### src/rtl/flag_pkg.sv
// Shared constants and stack-operation decode for the flag shadow stack.
// Flag bit positions are fixed: bit 0 is carry, bit 1 is zero.
package flag_pkg;

  localparam int unsigned DefaultNflags = 2;
  localparam int unsigned DefaultDepth  = 4;

  localparam int unsigned FLG_C = 0;
  localparam int unsigned FLG_Z = 1;

  typedef enum logic [1:0] {
    OpNone,
    OpPush,
    OpPop,
    OpBoth
  } stack_op_e;

  function automatic stack_op_e decode_op(input logic push, input logic pop);
    stack_op_e op;
    unique case ({push, pop})
      2'b10:   op = OpPush;
      2'b01:   op = OpPop;
      2'b11:   op = OpBoth;
      default: op = OpNone;
    endcase
    return op;
  endfunction

endpackage

### src/rtl/flag_lifo.sv
// Shadow storage for saved flag words: a small LIFO with level tracking.
// It flags illegal requests (overflow, underflow, push/pop collision); the caller keeps the sticky error.
module flag_lifo
  import flag_pkg::*;
#(
  parameter int unsigned Width = DefaultNflags,
  parameter int unsigned Depth = DefaultDepth,
  localparam int unsigned LvlW = $clog2(Depth + 1),
  localparam int unsigned IdxW = (Depth > 1) ? $clog2(Depth) : 1
) (
  input  logic             clk_i,
  input  logic             rst_ni,
  input  logic             push_i,
  input  logic             pop_i,
  input  logic [Width-1:0] data_i,
  output logic [Width-1:0] data_o,
  output logic [LvlW-1:0]  level_o,
  output logic             full_o,
  output logic             empty_o,
  output logic             pop_ok_o,
  output logic             err_o
);

  logic [Width-1:0] mem_q [Depth];
  logic [LvlW-1:0]  level_q, level_d;
  logic [IdxW-1:0]  wr_idx, rd_idx;
  stack_op_e        op;
  logic             push_ok, pop_ok;

  assign op      = decode_op(push_i, pop_i);
  assign full_o  = (level_q == LvlW'(Depth));
  assign empty_o = (level_q == '0);
  assign push_ok = (op == OpPush) && !full_o;
  assign pop_ok  = (op == OpPop) && !empty_o;
  assign err_o   = (op == OpBoth) || ((op == OpPush) && full_o) || ((op == OpPop) && empty_o);

  assign wr_idx = IdxW'(level_q);
  // Read index wraps when empty; the value is only consumed on a valid pop.
  assign rd_idx = IdxW'(level_q - LvlW'(1));

  always_comb begin
    level_d = level_q;
    if (push_ok) begin
      level_d = level_q + LvlW'(1);
    end else if (pop_ok) begin
      level_d = level_q - LvlW'(1);
    end
  end

  always_ff @(posedge clk_i) begin
    if (!rst_ni) begin
      level_q <= '0;
    end else begin
      level_q <= level_d;
    end
  end

  // Entry contents survive reset; anything at or above the level is never read.
  always_ff @(posedge clk_i) begin
    if (rst_ni && push_ok) begin
      mem_q[wr_idx] <= data_i;
    end
  end

  assign data_o   = mem_q[rd_idx];
  assign level_o  = level_q;
  assign pop_ok_o = pop_ok;

endmodule

### src/rtl/flag_shadow_stack.sv
// Live condition-flag register with per-bit set/clear/load and a shadow stack
// that saves and restores the whole flag word across nested interrupts.
module flag_shadow_stack
  import flag_pkg::*;
#(
  parameter int unsigned NFLAGS = DefaultNflags,
  parameter int unsigned DEPTH  = DefaultDepth,
  localparam int unsigned LvlW  = $clog2(DEPTH + 1)
) (
  input  logic              clk_i,
  input  logic              rst_ni,
  input  logic [NFLAGS-1:0] set_i,
  input  logic [NFLAGS-1:0] clr_i,
  input  logic [NFLAGS-1:0] ld_i,
  input  logic [NFLAGS-1:0] din_i,
  input  logic              push_i,
  input  logic              pop_i,
  output logic [NFLAGS-1:0] flags_o,
  output logic [LvlW-1:0]   level_o,
  output logic              full_o,
  output logic              empty_o,
  output logic              err_o
);

  logic [NFLAGS-1:0] flags_q, flags_d;
  logic              err_q, err_d;
  logic [NFLAGS-1:0] stack_top;
  logic              pop_ok, stack_err;

  flag_lifo #(
    .Width (NFLAGS),
    .Depth (DEPTH)
  ) u_lifo (
    .clk_i    (clk_i),
    .rst_ni   (rst_ni),
    .push_i   (push_i),
    .pop_i    (pop_i),
    .data_i   (flags_q),
    .data_o   (stack_top),
    .level_o  (level_o),
    .full_o   (full_o),
    .empty_o  (empty_o),
    .pop_ok_o (pop_ok),
    .err_o    (stack_err)
  );

  always_comb begin
    flags_d = flags_q;
    for (int i = 0; i < int'(NFLAGS); i++) begin
      if (set_i[i]) begin
        flags_d[i] = 1'b1;
      end else if (clr_i[i]) begin
        flags_d[i] = 1'b0;
      end else if (ld_i[i]) begin
        flags_d[i] = din_i[i];
      end
    end
    // A successful restore replaces the whole word, whatever the ALU asked for.
    if (pop_ok) begin
      flags_d = stack_top;
    end
    err_d = err_q | stack_err;
  end

  always_ff @(posedge clk_i) begin
    if (!rst_ni) begin
      flags_q <= '0;
      err_q   <= 1'b0;
    end else begin
      flags_q <= flags_d;
      err_q   <= err_d;
    end
  end

  assign flags_o = flags_q;
  assign err_o   = err_q;

endmodule

### config.mk
export PLATFORM = sky130hd
export DESIGN_NAME = flag_shadow_stack
export DESIGN_NICKNAME = d
export VERILOG_FILES = /design/src/rtl/flag_pkg.sv /design/src/rtl/flag_lifo.sv /design/src/rtl/flag_shadow_stack.sv
export SDC_FILE = /design/constraint.sdc
export NUM_CORES = 1
export LEC_CHECK = 0
export CAP_MARGIN = 0
export CORE_MARGIN = 4
export CORE_UTILIZATION = 49
export CTS_CLUSTER_SIZE = 20
export DETAILED_ROUTE_END_ITERATION = 10
export PLACE_DENSITY = 0.82
export SLEW_MARGIN = 20
export SYNTH_ARGS = -nofsm -noshare
export SYNTH_HDL_FRONTEND = slang
export SYNTH_HIERARCHICAL = 1
export SYNTH_SLANG_ARGS = --single-unit
export TNS_END_PERCENT = 50
### constraint.sdc
create_clock -name clk_i -period 2.57 [get_ports clk_i]
set_input_delay 0.3855 -clock clk_i [delete_from_list [all_inputs] [get_ports clk_i]]
set_output_delay 0.3855 -clock clk_i [all_outputs]
set_load 0.05 [all_outputs]
==> results of run 1 <==
==> Yosys cell counts, drive strengths merged <==
cell type / instances
edfxtp: 8
dfxtp: 6
ha: 6
and3: 4
inv: 4
nand2: 4
nand2b: 3
nor2: 3
o21ai: 3
a21boi: 2
and2: 2
mux2i: 2
mux4: 2
o311a: 2
a211o: 1
nor3b: 1
o21a: 1
o21bai: 1
o22ai: 1
o32a: 1
xnor2: 1
==> metal layers <==
layer | part of all wire, % | wire length (microns)
met1 | 41 | 594
met2 | 50 | 731
met3 | 6.5 | 94
met4 | 1.9 | 27
met5 | 0 | 0
==> per-stage QoR <==
step	power [uW]	setup slack, ps	cell area (sq um)	instances	util, %
6_report	888.0	171.5	977.2	97	72.38
5_1_grt	945.6	69.75	977.2	97	72.38
4_1_cts	900.7	166.5	977.2	97	72.38
3_5_place_dp	771.3	486.3	950.9	93	70.44
3_3_place_gp	760.8	532.5	950.9	93	70.44
2_1_floorplan	622.6	105.1	734.5	58	-
==> final cells by class <==
type	instances	area, sq um
multi-input cells	40	359.1
clock inverters	1	3.754
repair buffers	20	197.7
flip-flops and latches	14	360.3
fillers	94	372.9
well taps	15	18.77
clock buffers	3	22.52
inverters	4	15.01
==> flip-flops by register name (all words and copies together), names as in the netlist <==
register	count
err_o	1
flags_o	2
u_lifo/level_o	3
u_lifo/mem_q	8
==> power by group <==
group	switching (uW)	leakage, uW	internal [uW]	total (uW)
registers	24.8	0.000123	271	296
logic	275	0.000246	192	467
clock network	68.7	0.0000154	56.4	125
==> cells by family (layout without fill, tap and decap cells) <==
group / count (synthesis) / after routing / share of synthesized area [%]
multiplexers: 4 / 4 / 8.858
buffers and inverters: 4 / 28 / 2.044
AO/OA/AOI/OAI: 12 / 12 / 13.80
AND/OR/NAND/NOR: 17 / 17 / 14.82
XOR/XNOR: 1 / 1 / 1.193
adder cells (fa/ha/maj): 6 / 6 / 10.22
flip-flops: 14 / 14 / 49.06
==> path summary, 6_finish.rpt <==
kind / to / slack (ps) / cells past startpoint
max reg2reg: u_lifo/level_o[2]$_SDFFE_PN0P_ / 680 / 7
min reg2reg: err_o$_SDFF_PN0_ / 470 / 1
max: empty_o / 170 / 4
min: err_o$_SDFF_PN0_ / 470 / 1
==> impl_metrics.ini, run 1 <==
[detailed_routing]
wl_per_cell_microns = 14.93
post_route_antenna_net_violation_count = 0
num_vias = 533
drc = 0
drt_first_iter_violations = 7
detail_route.first_pass.iterations = 4
detail_route.vias_per_cell = 5.495
drt_wl_total_microns = 1448

[clocking]
clock_tree_from_tritoncts = done
post_cts_hold_buffer_count = 0
clock_root_buffer = sky130_fd_sc_hd__clkbuf_4
numCtsBuffers = 3
clock-sinks = 14
cts.path.max_buffers = 2
cts_setup_buffers = 0
clock_tree.htree_level_count = 1
clock_latency_ps = 280
cts_resized = 0
path_clk_slew_ps = 80

[placement]
hpwlAfterDp_microns = 1153
port_buffers = 19
gp_congestion = 0.7428

[layout]
design.final.nets = 101
num_antenna_cells = 0
final_common_cell = sky130_fd_sc_hd__clkdlybuf4s50_1
post_route_cells_drive_above_1_share_pct = 13.41
areaGrowthSynthToFinish_pct = 33.05
layout.cells.most_common_list = sky130_fd_sc_hd__clkdlybuf4s50_1, sky130_fd_sc_hd__edfxtp_1, sky130_fd_sc_hd__dfxtp_1, sky130_fd_sc_hd__ha_1

[worst_setup_path]
cpPeakStageDelay_ps = 830
crit_end_category = output pin
cp-startpoint = u_lifo/level_o[1]$_SDFFE_PN0P_
critPathMaxFanout = 4
crit_type = register to output pin
crit_path_frequent_cell = sky130_fd_sc_hd__ha_1
timing.critical_path.arrival_ps = 2010
rr_startpoint = u_lifo/level_o[1]$_SDFFE_PN0P_
timing.critical_path.required_ps = 2180
cp_cell_sequence = inv_1 > ha_1 > ha_1 > clkdlybuf4s50_1
cp_num_buf_inv = 2
startpoint_type = register
cp_top_family = buffers and inverters
critical_path.slowest_cell = sky130_fd_sc_hd__clkdlybuf4s50_1

[sta]
finalSetupTns_ps = 0
max_slew.worst_pin.slew_ps = 499.4
finalCriticalPeriod_ps = 2398
fin_skew_ps = 2.454
final_number_of_max_transition_violations = 0
finalSetupViolations = 0
fmax_mhz = 416.9
fin_crit_sh_pct = 93.32
hold_viol_final = 0
worst_rel_slew_slack_pct = 66.60
rsz0062_at_grt = no
finalHoldWorstSlack_ps = 468.0

[grt]
gr-usage-met2_pct = 25.82
antenna_found_initial = 0
global_route_track_usage_on_met1_pct = 19.13
grt_use_met3_pct = 5.859
grt-ovfl-total = 0
grt_pass1_vias = 519
grt_most_used_layer = met2
pin_count_of_the_biggest_net_entering_global_routing = 12
global_route.usage.total_pct = 15.71
wire_length_of_the_first_global_routing_pass_microns = 2290

[pwr]
power.density_nw_per_um2 = 908.7
irDropWorstVdd_mv = 0.6614
total_leakage_power_uw = 0.0003840

[yosys]
yosysWarningCount = 6
synth_top_area_share_pct = 32.71
yosys-top-cells-area = sky130_fd_sc_hd__edfxtp_1, sky130_fd_sc_hd__dfxtp_1, sky130_fd_sc_hd__ha_1, sky130_fd_sc_hd__mux4_2, sky130_fd_sc_hd__and3_1
post-synth-top-area-cell = sky130_fd_sc_hd__edfxtp_1
syn_nets = 76
netlist_instances = 58
synthesis.area_per_instance_sq_um = 12.66
postSynthRegisterBits = 14
synth.distinct_cells = 25
register_area_share_after_synthesis_pct = 49.06
synthesis.area_sq_um = 734.5

[die]
pin_count = 20
die_area_sq_um = 2182
die_x_microns = 46.72
fp.dieH_microns = 46.72
effective_utilization_at_floorplan_pct = 54.40
floorplan.rows = 13
coreArea_sq_um = 1350

[status]
status = finished, final reports clean

[run]
maxCapViolCount = 0

[min_path]
launch_point_of_the_worst_hold_path = err_o$_SDFF_PN0_
hp-class = register to register
No activity file was read; power rests on OpenSTA's default activity.
==> inputs of run 2 (changes only) <==
- CTS_CLUSTER_DIAMETER: default -> 120
- TNS_END_PERCENT: 50 -> 100
==> results of run 2 <==
Same layout as run 1: the final DEF is identical, and so are final timing and power.
